[src/rtl/timer_pkg.sv]
// timer_pkg: shared FSM state and BCD digit limits for countdown_timer
package timer_pkg;
  typedef enum logic [1:0] {IDLE, RUN, PAUSE, DONE} state_t;
  localparam logic [3:0] ONES_MAX = 4'd9;
  localparam logic [3:0] TENS_MAX = 4'd5;
endpackage

[src/rtl/bcd_down_digit.sv]
// bcd_down_digit: one BCD down-counting digit with clamped load and borrow out
module bcd_down_digit #(
  parameter logic [3:0] MAX = 4'd9
) (
  input  logic       clk,
  input  logic       rst_n,
  input  logic       en,
  input  logic       ld,
  input  logic [3:0] ld_val,
  output logic [3:0] cnt,
  output logic       brw_nxt
);
  assign brw_nxt = en && cnt == 4'd0;
  always_ff @(posedge clk or negedge rst_n)
    if (!rst_n) cnt <= 4'd0;
    else if (ld) cnt <= ld_val > MAX ? MAX : ld_val;
    else if (en) cnt <= cnt == 4'd0 ? MAX : cnt - 4'd1;
endmodule

[src/rtl/countdown_timer.sv]
// countdown_timer: mm:ss BCD countdown with start/stop/pause, expiry pulse and alarm
module countdown_timer
  import timer_pkg::*;
(
  input  logic        clk,
  input  logic        rst_n,
  input  logic        tick,
  input  logic        load,
  input  logic [15:0] load_val,
  input  logic        start,
  input  logic        stop,
  input  logic        ack,
  output logic [15:0] cnt,
  output logic        running,
  output logic        expired,
  output logic        buzz
);
  state_t state, nxt;
  logic ld, dec;
  logic [3:0] en, brw;
  logic brw_unused;
  assign ld = load && state != RUN;
  assign dec = state == RUN && tick && !stop;
  assign en = {brw[2:0], dec};
  assign brw_unused = brw[3];
  for (genvar d = 0; d < 4; d++) begin : g_dig
    bcd_down_digit #(.MAX((d % 2 == 1) ? TENS_MAX : ONES_MAX)) u_dig (
      .clk(clk),
      .rst_n(rst_n),
      .en(en[d]),
      .ld(ld),
      .ld_val(load_val[4*d +: 4]),
      .cnt(cnt[4*d +: 4]),
      .brw_nxt(brw[d])
    );
  end
  // stop dominates start; load in IDLE/PAUSE holds state so a simultaneous start is dropped
  always_comb
    nxt = state == RUN  ? (stop ? PAUSE : (tick && cnt == 16'h0001) ? DONE : RUN)
        : state == DONE ? ((ack || load) ? IDLE : DONE)
        : (stop || load) ? state
        : (start && cnt != 16'h0000) ? RUN : state;
  always_ff @(posedge clk or negedge rst_n)
    if (!rst_n) begin
      state <= IDLE;
      running <= 1'b0;
      expired <= 1'b0;
      buzz <= 1'b0;
    end else begin
      state <= nxt;
      running <= nxt == RUN;
      expired <= nxt == DONE && state != DONE;
      buzz <= nxt == DONE;
    end
endmodule

[config.mk]
export PLATFORM = sky130hd
export DESIGN_NAME = countdown_timer
export DESIGN_NICKNAME = d
export VERILOG_FILES = /design/src/rtl/timer_pkg.sv /design/src/rtl/bcd_down_digit.sv /design/src/rtl/countdown_timer.sv
export SDC_FILE = /design/constraint.sdc
export NUM_CORES = 1
export LEC_CHECK = 0
export BUFFER_PORTS_ARGS = -buffer_cell sky130_fd_sc_hd__buf_2
export CAP_MARGIN = 0
export CORE_MARGIN = 2
export CORE_UTILIZATION = 49
export DETAILED_ROUTE_END_ITERATION = 10
export PLACE_DENSITY = 0.78
export SLEW_MARGIN = 10
export SYNTH_ARGS = -nofsm -noshare
export SYNTH_HDL_FRONTEND = slang
export SYNTH_SLANG_ARGS = --single-unit
[constraint.sdc]
create_clock -name clk -period 1.8 [get_ports clk]
set_input_delay 0.27 -clock clk [delete_from_list [all_inputs] [get_ports clk]]
set_output_delay 0.27 -clock clk [all_outputs]
set_load 0.1 [all_outputs]
==> summary.md, run 1 <==
| Metric | Value |
|---|---|
| Final Cycle Share | 94.8% |
| Sw Share | 50.5% |
| Top-Level Pins | 42 |
| Vias in the first global route | 1,161 |
| Worst Tran Pin Value | 0.446 ns |
| Combinational share of power | 45.9% |
| Crit-path max FO | 7 |
| Seq pwr share | 39.8% |
| Crit path max-delay family | simple AND/OR/NAND/NOR gates |
| Core ar. | 2430 um^2 |
| EDFF count, synth | 0 |
| Main synth FF type | dfrtp_1 |
| Cell area after synthesis | 1230 um^2 |
| Slew margin rel. | 69.5% |
| GPL Wtd Cong | 0.795 |
| # nets final | 210 |
| First-pass GRT wire length | 4870 um |
| Antenna viol nets, final | 0 |
| Die ar. | 2920 um^2 |
| Pint | 803 uW |
| Setup CP Type | flop to flop |
| Dpl ws | 0.0803 ns |
| Mapped Cells | 137 |
| Area delta synth->final | 28.6% |
| Max incr delay on CP | 0.52 ns |
| WL final | 3010 um |
| Cell Chain, Critical Path | nor4_4 -> nand4_4 -> or4_1 -> a31oi_1 |
| Fillers | 237 |
| Die Span Y | 54.1 um |
| CTS tree | done |
| Syn nets | 160 |
| Status | finished, final reports clean |
| Critical Path Start | g_dig[1].u_dig.cnt[1] |
| Crit end category | flop |
| Clock share of power | 14.3% |
| GRT overflow | 0 |
| R2r startpoint | g_dig[1].u_dig.cnt[1] |
| RSZ-0062 raised after global routing | no |
| Die width | 54.1 um |
| Initial DRC count | 22 |
| Syn_area_per_cell | 8.96 um^2 |
| Reg2reg end | g_dig[2].u_dig.cnt[1] |
| Max Clock Freq | 586 MHz |
| Library cells used by synthesis | 35 |
| Critical Path Slowest Stage Cell | dfrtp_4 |
| Clk pin slew, worst setup/hold paths | 0.12 ns |
| Max Root-Sink Buffers | 2 |
| Root buffer cell | clkbuf_4 |
| Final hold viol count | 0 |
| Sequential Area | 552 um^2 |
| Tightest Hold Check Type | input port to flop |
| WHS | 0.210 ns |
| Worst Clk Skew | 0.00894 ns |
| Flops & latches, synth | 21 |
| Vias per cell | 5.81 |
| Asr flop ratio synth | 100% |
| VDD IR-drop max | 0.683 mV |
| Sink Count | 21 |
| Num rows | 18 |
| R2R depth | 4 |
| Max cap viols | 0 |
| Net Sw Power | 819 uW |
| Hpwl dp | 2270 um |
| GRT Resource Usage Total | 23.0% |
| CP endpoint | g_dig[2].u_dig.cnt[1] |
| Initial Utilization | 50.5% |
| IO buf count | 41 |
| Fin crit period | 1.71 ns |
| Max Slew Vio Count | 0 |
| CP Launch Type | flop |
| Antenna cells | 0 |
| Endpoints failing setup | 0 |
| Largest net degree at the start of global routing | 22 |
| DR DRC count | 0 |
| R2R Setup Slk | 0.09 ns |
| Vias | 1,256 |
| Pwr dens | 1030 nW/um^2 |
| Worst EP required | 2.04 ns |
| Leakage | 0.000685 uW |
| Drt first pass iters | 4 |
| Share of layout cells above drive strength 1 | 40.9% |
| Ys Warns | 0 |
| Worst-Skew Late Latency | 0.31 ns |
| Area occupied by multi-input gates | 664 um^2 |
| Fin worst setup slack | 0.0938 ns |
| Critical path data arrival time | 1.95 ns |
| Post-detailed-route wirelength per cell | 14.0 um |
| Num CTS Buffers | 3 |
| Worst path depth | 4 |
| CP Buf/Inv Count | 0 |
| Htree depth | 1 |
| Initial antenna violation count | 0 |
| Total power | 1620 uW |
| Seq/Total Area, Yosys | 42.8% |
-- repair_timing --
action                     in CTS  in global routing
setup endpoints to repair       0                  7
hold endpoints to repair       21                  0
buffers inserted                0                  0
resized for setup               0                  1
hold buffers                    1                  0
-- worst min-delay path: cells and delay by family --
kind                   cells  cell delay, ns
AO/OA/AOI/OAI              1            0.10
buffers and inverters      1            0.08
AND/OR/NAND/NOR            1            0.04
-- worst min path at each step --
stage                start               endpoint  cells past startpoint
2_1_floorplan        rst_n                   buzz                      0
3_3_place_gp         rst_n               state[0]                      1
3_5_place_dp         rst_n               state[0]                      1
4_1_cts        load_val[8]  g_dig[2].u_dig.cnt[0]                      3
5_1_grt        load_val[0]  g_dig[0].u_dig.cnt[0]                      3
6_report       load_val[8]  g_dig[2].u_dig.cnt[0]                      3
-- logic make-up (layout without fill, tap and decap cells) --
| family | after synthesis | count (layout) | share of synthesized area (%) |
|---|---|---|---|
| and+or+nand+nor | 60 | 60 | 28.0 |
| AOI/OAI and AO/OA | 41 | 41 | 21.1 |
| DFF | 21 | 21 | 42.8 |
| buffers and inverters | 10 | 59 | 4.38 |
| xor gates and xnor gates | 4 | 4 | 2.85 |
| muxes | 1 | 1 | 0.816 |
-- synthesized netlist by cell type (all sizes together) (2+ instances only) --
| master | number | share of area, % |
|---|---|---|
| inv | 4 | 1.2 |
| xor2 | 4 | 2.9 |
| dfrtp | 21 | 43 |
| o21ai | 7 | 2.9 |
| nor2 | 20 | 6.5 |
| o21a | 3 | 1.8 |
| o41ai | 2 | 1.4 |
| buf | 3 | 2.2 |
| nor3b | 2 | 1.2 |
| a2111oi | 2 | 1.4 |
| or3 | 4 | 2.0 |
| a21oi | 14 | 5.7 |
| nand4 | 3 | 2.8 |
| nand3 | 3 | 1.2 |
| nor4 | 5 | 3.8 |
| nand4b | 2 | 1.4 |
| clkbuf | 3 | 0.92 |
| o211a | 2 | 1.6 |
| nor3 | 8 | 3.3 |
| nand2 | 8 | 2.4 |
| a31oi | 7 | 3.6 |
-- flip-flops by register name, indices dropped and copies added, names as in the netlist --
signal,cells
buzz,1
expired,1
g_dig.u_dig.cnt,16
running,1
state,2
-- layout by cell type (no fill, tap or decap), types with 4 or more instances in the layout --
cell / count
buf_2: 41
nor2_1: 18
a21oi_1: 14
dfrtp_2: 12
buf_4: 9
nor3_1: 8
nand2_1: 8
a31oi_1: 7
o21ai_0: 6
dfrtp_1: 6
inv_1: 4
nor4_1: 4
xor2_1: 4
or3_1: 4
-- routing by layer --
layer  share of wire, %  GRT usage (%)  up-vias
met5                  0              0        -
met4                1.6           12.1        0
met3                5.9           3.33        4
met2                 49           39.6       48
met1                 43           27.4      591
li1                   -              -      613
-- layout make-up --
type                    count  area share (%)
multi-input cells         106            42.1
inverters                   4           0.951
well taps                  30            2.38
repair buffers             51            17.9
clock buffers               3            1.43
clock inverters             1           0.317
flip-flops and latches     21            34.9
-- power by group through the flow --
| stage | combinational, uW | clock [uW] | sequential, uW |
|---|---|---|---|
| 5_1_grt | 788 | 256 | 660 |
| 4_1_cts | 743 | 239 | 642 |
| 6_report | 744 | 232 | 646 |
| 2_1_floorplan | 194 | 0 | 1020 |
| 3_5_place_dp | 740 | 0 | 651 |
| 3_3_place_gp | 726 | 0 | 644 |
-- stage by stage --
| stage | cells | util [%] | area (um^2) | TNS (ns) |
|---|---|---|---|---|
| 2_1_floorplan | 137 | - | 1270 | -0.0324 |
| 5_1_grt | 216 | 64.9 | 1580 | 0 |
| 3_3_place_gp | 211 | 63.1 | 1530 | 0 |
| 6_report | 216 | 64.9 | 1580 | 0 |
| 3_5_place_dp | 211 | 63.1 | 1530 | 0 |
| 4_1_cts | 216 | 64.6 | 1570 | 0 |
(Power assumes the default switching activity.)
==> inputs of run 2 (changes only) <==
ABC_AREA = 1   (was unset)
CORE_UTILIZATION = 50   (was 49)
PLACE_DENSITY = 0.79   (was 0.78)
==> summary.md, run 2 <==
| Metric | Value |
|---|---|
| Status | finished, final reports clean |
| Most frequent cells after synthesis | nand2_1 (40), inv_1 (26), o21ai_0 (23) |
| Critical Path Slowest Stage Cell | dfrtp_1 |
| Initial Utilization | 52.7% |
| Num CTS Buffers | 3 |
| Fillers | 249 |
| Max Slew Vio Count | 0 |
| Root buffer cell | clkbuf_4 |
| Sw Share | 61.9% |
| Die Span Y | 55.1 um |
| Max reg flops | 16 |
| Worst path depth | 1 |
| Post-detailed-route wirelength per cell | 10.6 um |
| Sink Count | 21 |
| Crit-path max FO | 6 |
| Num rows | 18 |
| Hpwl dp | 2110 um |
| EDFF count, synth | 0 |
| Main synth FF type | dfrtp_1 |
| Yosys top cell by area | dfrtp_1 |
| Library cells used by synthesis | 25 |
| Net Sw Power | 1650 uW |
| Most frequent cell after synthesis | nand2_1 |
| Initial antenna violation count | 0 |
| Worst Tran Pin Value | 0.481 ns |
| Hold path depth | 3 |
| GPL Wtd Cong | 0.821 |
| Max cap viols | 0 |
| Area delta synth->final | 20.2% |
| Slew margin rel. | 67.9% |
| Pwr dens | 1700 nW/um^2 |
| GRT overflow | 0 |
| Worst Clk Skew | 0.00132 ns |
| Cell area after synthesis | 1310 um^2 |
| Hold Startpoint | load_val[0] |
| Critical path data arrival time | 1.25 ns |
| R2r startpoint | state[1] |
| IO buf count | 41 |
| Post-CTS Setup Inserts | 0 |
| VDD IR-drop max | 1.21 mV |
| # nets final | 245 |
| Ys Warns | 0 |
| Largest net degree at the start of global routing | 22 |
| Fin cells | 251 |
| Top-Level Pins | 42 |
| CP Launch Type | flop |
| Regs by FF count | g_dig.u_dig.cnt (16), state (2) |
| Fin crit period | 1.52 ns |
| Critical Path Start | g_dig[3].u_dig.cnt[2] |
| Max Root-Sink Buffers | 2 |
| Htree depth | 1 |
| DR DRC count | 0 |
| Combinational share of power | 62.6% |
| Crit path max-delay family | flip-flops |
| Seq pwr share | 28.6% |
| Core ar. | 2480 um^2 |
| CTS tree | done |
| Endpoints failing setup | 0 |
| Seq/Total Area, Yosys | 40.2% |
| Final Cycle Share | 84.2% |
| Asr flop ratio synth | 100% |
| Mapped Cells | 177 |
| Antenna viol nets, final | 0 |
| Leakage | 0.000841 uW |
| Initial DRC count | 23 |
| Final core occ | 63.4% |
| Setup TNS after final layout | 0 ns |
| Dpl ws | 0.364 ns |
| Leading cell types in the layout, fill and taps excluded | buf_2 (41), nand2_1 (40), inv_1 (26), o21ai_0 (23), dfrtp_1 (21) |
| Flops & latches, synth | 21 |
| Die width | 55.1 um |
| Clock share of power | 8.8% |
| Tightest Hold Check Type | input port to flop |
| Fin worst setup slack | 0.284 ns |
| CP Buf/Inv Count | 1 |
| Vias per cell | 5.06 |
| Synth top area cells | dfrtp_1 (40%), nand2_1 (11%), o21ai_0 (8.8%), inv_1 (7.5%), nand3_1 (6.1%) |
| WL final | 2670 um |
| Yosys top cell area share | 40.2% |
| RSZ-0062 raised after global routing | no |
| Drt first pass iters | 4 |
| Final hold viol count | 0 |
| Largest Register | g_dig.u_dig.cnt |
| Vias in the first global route | 1,090 |
| Clk pin slew, worst setup/hold paths | 0.12 ns |
| Die ar. | 3040 um^2 |
| Total power | 2660 uW |
| Share of layout cells above drive strength 1 | 27.6% |
| Cell Chain, Critical Path | buf_2 |
| Worst EP required | 1.53 ns |
| Pint | 1010 uW |
| Most common cell after layout, fill and taps aside | buf_2 |
| Worst-Skew Late Latency | 0.31 ns |
| R2R depth | 7 |
| Max Clock Freq | 660 MHz |
| Setup CP Type | flop to output pin |
| First-pass GRT wire length | 4330 um |
| GRT Resource Usage Total | 20.0% |
| DP Cell Count | 246 |
| Crit end category | output pin |
| Syn nets | 200 |
| Antenna cells | 0 |
| Max incr delay on CP | 0.47 ns |
| Vias | 1,269 |
| Syn_area_per_cell | 7.38 um^2 |
run 2: kinds of logic (layout without fill, tap and decap cells):
family          after synthesis  after routing  share of synthesized area (%)
xor+xnor                      1              1                          0.671
buf+inv                      29             73                           9.00
compound gates               38             38                           17.3
simple gates                 88             88                           32.8
flops                        21             21                           40.2
run 2: metal layers:
metal / vias to the layer above / share of wire [%] / wire length [um] / track usage, %
met2: 37 / 44 / 1170 / 32.3
met5: - / 0 / 0 / 0
met3: 6 / 6.0 / 160 / 3.49
met4: 0 / 1.8 / 47 / 9.76
li1: 660 / - / - / -
met1: 566 / 48 / 1290 / 25.7
run 2: power groups by stage:
| stage | Clock, uW | Combinational (uW) | Sequential [uW] |
|---|---|---|---|
| after global placement | 0 | 1670 | 768 |
| final | 235 | 1670 | 761 |
| after CTS | 242 | 1680 | 761 |
| after detailed placement | 0 | 1670 | 771 |
| after floorplan | 0 | 540 | 1630 |
| after global routing | 268 | 1790 | 788 |
run 2: cell type report:
| class | instances | area (um^2) | area share, % |
|---|---|---|---|
| clock inverters | 1 | 5.00 | 0.319 |
| flip-flops and latches | 21 | 526 | 33.5 |
| inverters | 27 | 101 | 6.45 |
| repair buffers | 42 | 215 | 13.7 |
| well taps | 30 | 37.5 | 2.39 |
| multi-input cells | 127 | 663 | 42.2 |
| clock buffers | 3 | 22.5 | 1.43 |
run 2: final timing paths:
check | slack [ns] | endpoint
worst min register to register | 0.54 | g_dig[2].u_dig.cnt[3]
min in group asynchronous | 0.43 | g_dig[0].u_dig.cnt[0]
worst min-delay path | 0.18 | g_dig[0].u_dig.cnt[0]
max in group asynchronous | 1.04 | g_dig[3].u_dig.cnt[2]
worst max register to register | 0.34 | g_dig[2].u_dig.cnt[2]
worst max-delay path | 0.28 | cnt[14]
run 2: repair_timing:
item	4_1_cts	5_1_grt
endpoints found under the setup margin	0	0
hold buffers	1	0
endpoints found under the hold margin	21	0
gates resized for setup	0	0
run 2: stage by stage:
step                      area [um^2]  hold slack, ns
after CTS                        1570           0.170
after detailed placement         1530           0.259
final                            1570           0.176
after global routing             1570           0.174
after floorplan                  1310         -0.0256
after global placement           1530           0.260
==> inputs of run 3 (changes only) <==
CORE_UTILIZATION = 45   (was 50)
PLACE_DENSITY = 0.75   (was 0.79)
clock period = 1.3 ns   (was 1.8 ns; I/O delays follow)
==> summary.md, run 3 (same netlist as run 2, synthesis figures left out) <==
| Metric | Value |
|---|---|
| Initial antenna violation count | 0 |
| Worst-Skew Late Latency | 0.32 ns |
| GPL Wtd Cong | 0.806 |
| Total power | 5370 uW |
| DR DRC count | 0 |
| Die width | 57.9 um |
| Die ar. | 3350 um^2 |
| Final hold viol count | 0 |
| Leakage | 0.00112 uW |
| GRT overflow | 0 |
| Cell Chain, Critical Path | nor2_4 -> inv_2 -> nor2_1 -> nand3_1 -> a21boi_2 -> nand2_1 -> inv_2 -> nor2_1 |
| Violated checks | negative setup slack |
| Antenna viol nets, final | 0 |
| Worst Tran Pin Value | 0.486 ns |
| IO buf count | 41 |
| Max reg flops | 16 |
| Post-DP Area | 2070 um^2 |
| R2r startpoint | g_dig[0].u_dig.cnt[2] |
| CP Launch Type | flop |
| Most common cell after layout, fill and taps aside | nand2_1 |
| Area delta synth->final | 78.1% |
| Root buffer cell | clkbuf_4 |
| Initial Utilization | 47.4% |
| Largest net degree at the start of global routing | 22 |
| WL final | 4220 um |
| Critical Path Start | g_dig[0].u_dig.cnt[2] |
| Worst EP required | 1.52 ns |
| First-pass GRT wire length | 6320 um |
| Hold Startpoint | load_val[0] |
| WHS | 0.0783 ns |
| Max Root-Sink Buffers | 2 |
| Fin crit period | 1.55 ns |
| Htree depth | 1 |
| Final instance area | 2330 um^2 |
| Max incr delay on CP | 0.52 ns |
| Max Clock Freq | 646 MHz |
| # nets final | 285 |
| Fillers | 155 |
| Clk pin slew, worst setup/hold paths | 0.13 ns |
| Crit end category | flop |
| Vias in the first global route | 1,425 |
| Drt first pass iters | 4 |
| Critical path data arrival time | 1.77 ns |
| Endpoints failing setup | 30 |
| Pwr dens | 2310 nW/um^2 |
| Share of layout cells above drive strength 1 | 54.0% |
| Largest Register | g_dig.u_dig.cnt |
| Leading cell types in the layout, fill and taps excluded | nand2_1 (32), buf_4 (25), buf_2 (24), inv_1 (21), buf_12 (16) |
| Max Slew Vio Count | 0 |
| Vias per cell | 5.36 |
| Initial DRC count | 92 |
| Top-Level Pins | 42 |
| Status | complete, but fails checks |
| Max cap viols | 0 |
| Antenna cells | 0 |
| Num CTS Buffers | 3 |
| GRT Resource Usage Total | 24.0% |
| Setup CP Type | flop to flop |
| Die Span Y | 57.9 um |
| Final Cycle Share | 119% |
| CTS tree | done |
| Critical Path Slowest Stage Cell | dfrtp_4 |
| Hpwl dp | 2650 um |
| Fin worst setup slack | -0.249 ns |
| Dpl ws | -0.101 ns |
| Sink Count | 21 |
| Vias | 1,564 |
| Crit-path max FO | 3 |
| Core ar. | 2760 um^2 |
| Slew margin rel. | 67.8% |
| Tightest Hold Check Type | input port to flop |
| Num rows | 19 |
| RSZ-0062 raised after global routing | yes |
| Worst Clk Skew | 0.0106 ns |
| Post-detailed-route wirelength per cell | 14.4 um |
| VDD IR-drop max | 2.11 mV |
| Regs by FF count | g_dig.u_dig.cnt (16), state (2) |
[run 3: cell types whose count changed in the layout (fill, tap and decap cells not counted), sizes merged]
cell	change
buf	+39
clkbuf	+1
[run 3: metrics by stage]
step / setup TNS (ns) / utilization [%] / instances
6_report: -2.33 / 84.3 / 292
5_1_grt: -4.59 / 84.3 / 292
4_1_cts: -1.11 / 81.2 / 287
3_5_place_dp: -0.635 / 75.1 / 276
3_3_place_gp: -0.324 / 75.1 / 276
2_1_floorplan: -1.72 / - / 177
[run 3: layout make-up]
cell class / instances / area (um^2) / area share (%)
Sequential cell: 21 / 578 / 24.9
Tap cell: 31 / 38.8 / 1.67
Inverter: 27 / 109 / 4.68
Multi-Input combinational cell: 127 / 758 / 32.6
Clock inverter: 1 / 5.00 / 0.215
Timing Repair Buffer: 82 / 815 / 35.0
Clock buffer: 3 / 22.5 / 0.968
[run 3: critical path, delay by kind of cell (launching register included)]
kind	cells	cell delay [ns]
simple gates	5	0.60
flops	1	0.52
compound gates	1	0.21
buf+inv	2	0.13
[run 3: report_power, final]
group,total [uW],switching (uW),internal [uW],leakage (uW)
Sequential,1120,196,925,0.000246
Clock,338,223,115,0.0000177
Combinational,3910,2360,1550,0.000855
Total,5370,2780,2590,0.00112
[run 3: layer usage]
| metal | vias up | routed length, um | global-route usage (%) |
|---|---|---|---|
| li1 | 745 | - | - |
| met1 | 735 | 1760 | 31.7 |
| met5 | - | 0 | 0 |
| met4 | 0 | 127 | 7.97 |
| met3 | 14 | 234 | 2.68 |
| met2 | 70 | 2100 | 41.1 |
[run 3: final timing paths]
check | to | slack (ns) | depth (start not counted)
setup reg to reg | running | -0.25 | 8
min in group asynchronous | running | 0.34 | 2
hold reg to reg | expired | 0.67 | 3
setup / recovery | running | -0.25 | 8
hold / removal | g_dig[0].u_dig.cnt[0] | 0.08 | 3
max in group asynchronous | g_dig[2].u_dig.cnt[2] | 0.58 | 2
[run 3: what timing repair did]
item | 4_1_cts | 5_1_grt
hold buffers | 1 | 0
setup buffers | 6 | 5
pin swaps | 5 | 9
endpoints found under the hold margin | 21 | 0
gates resized for setup | 27 | 21
setup endpoints to repair | 30 | 35
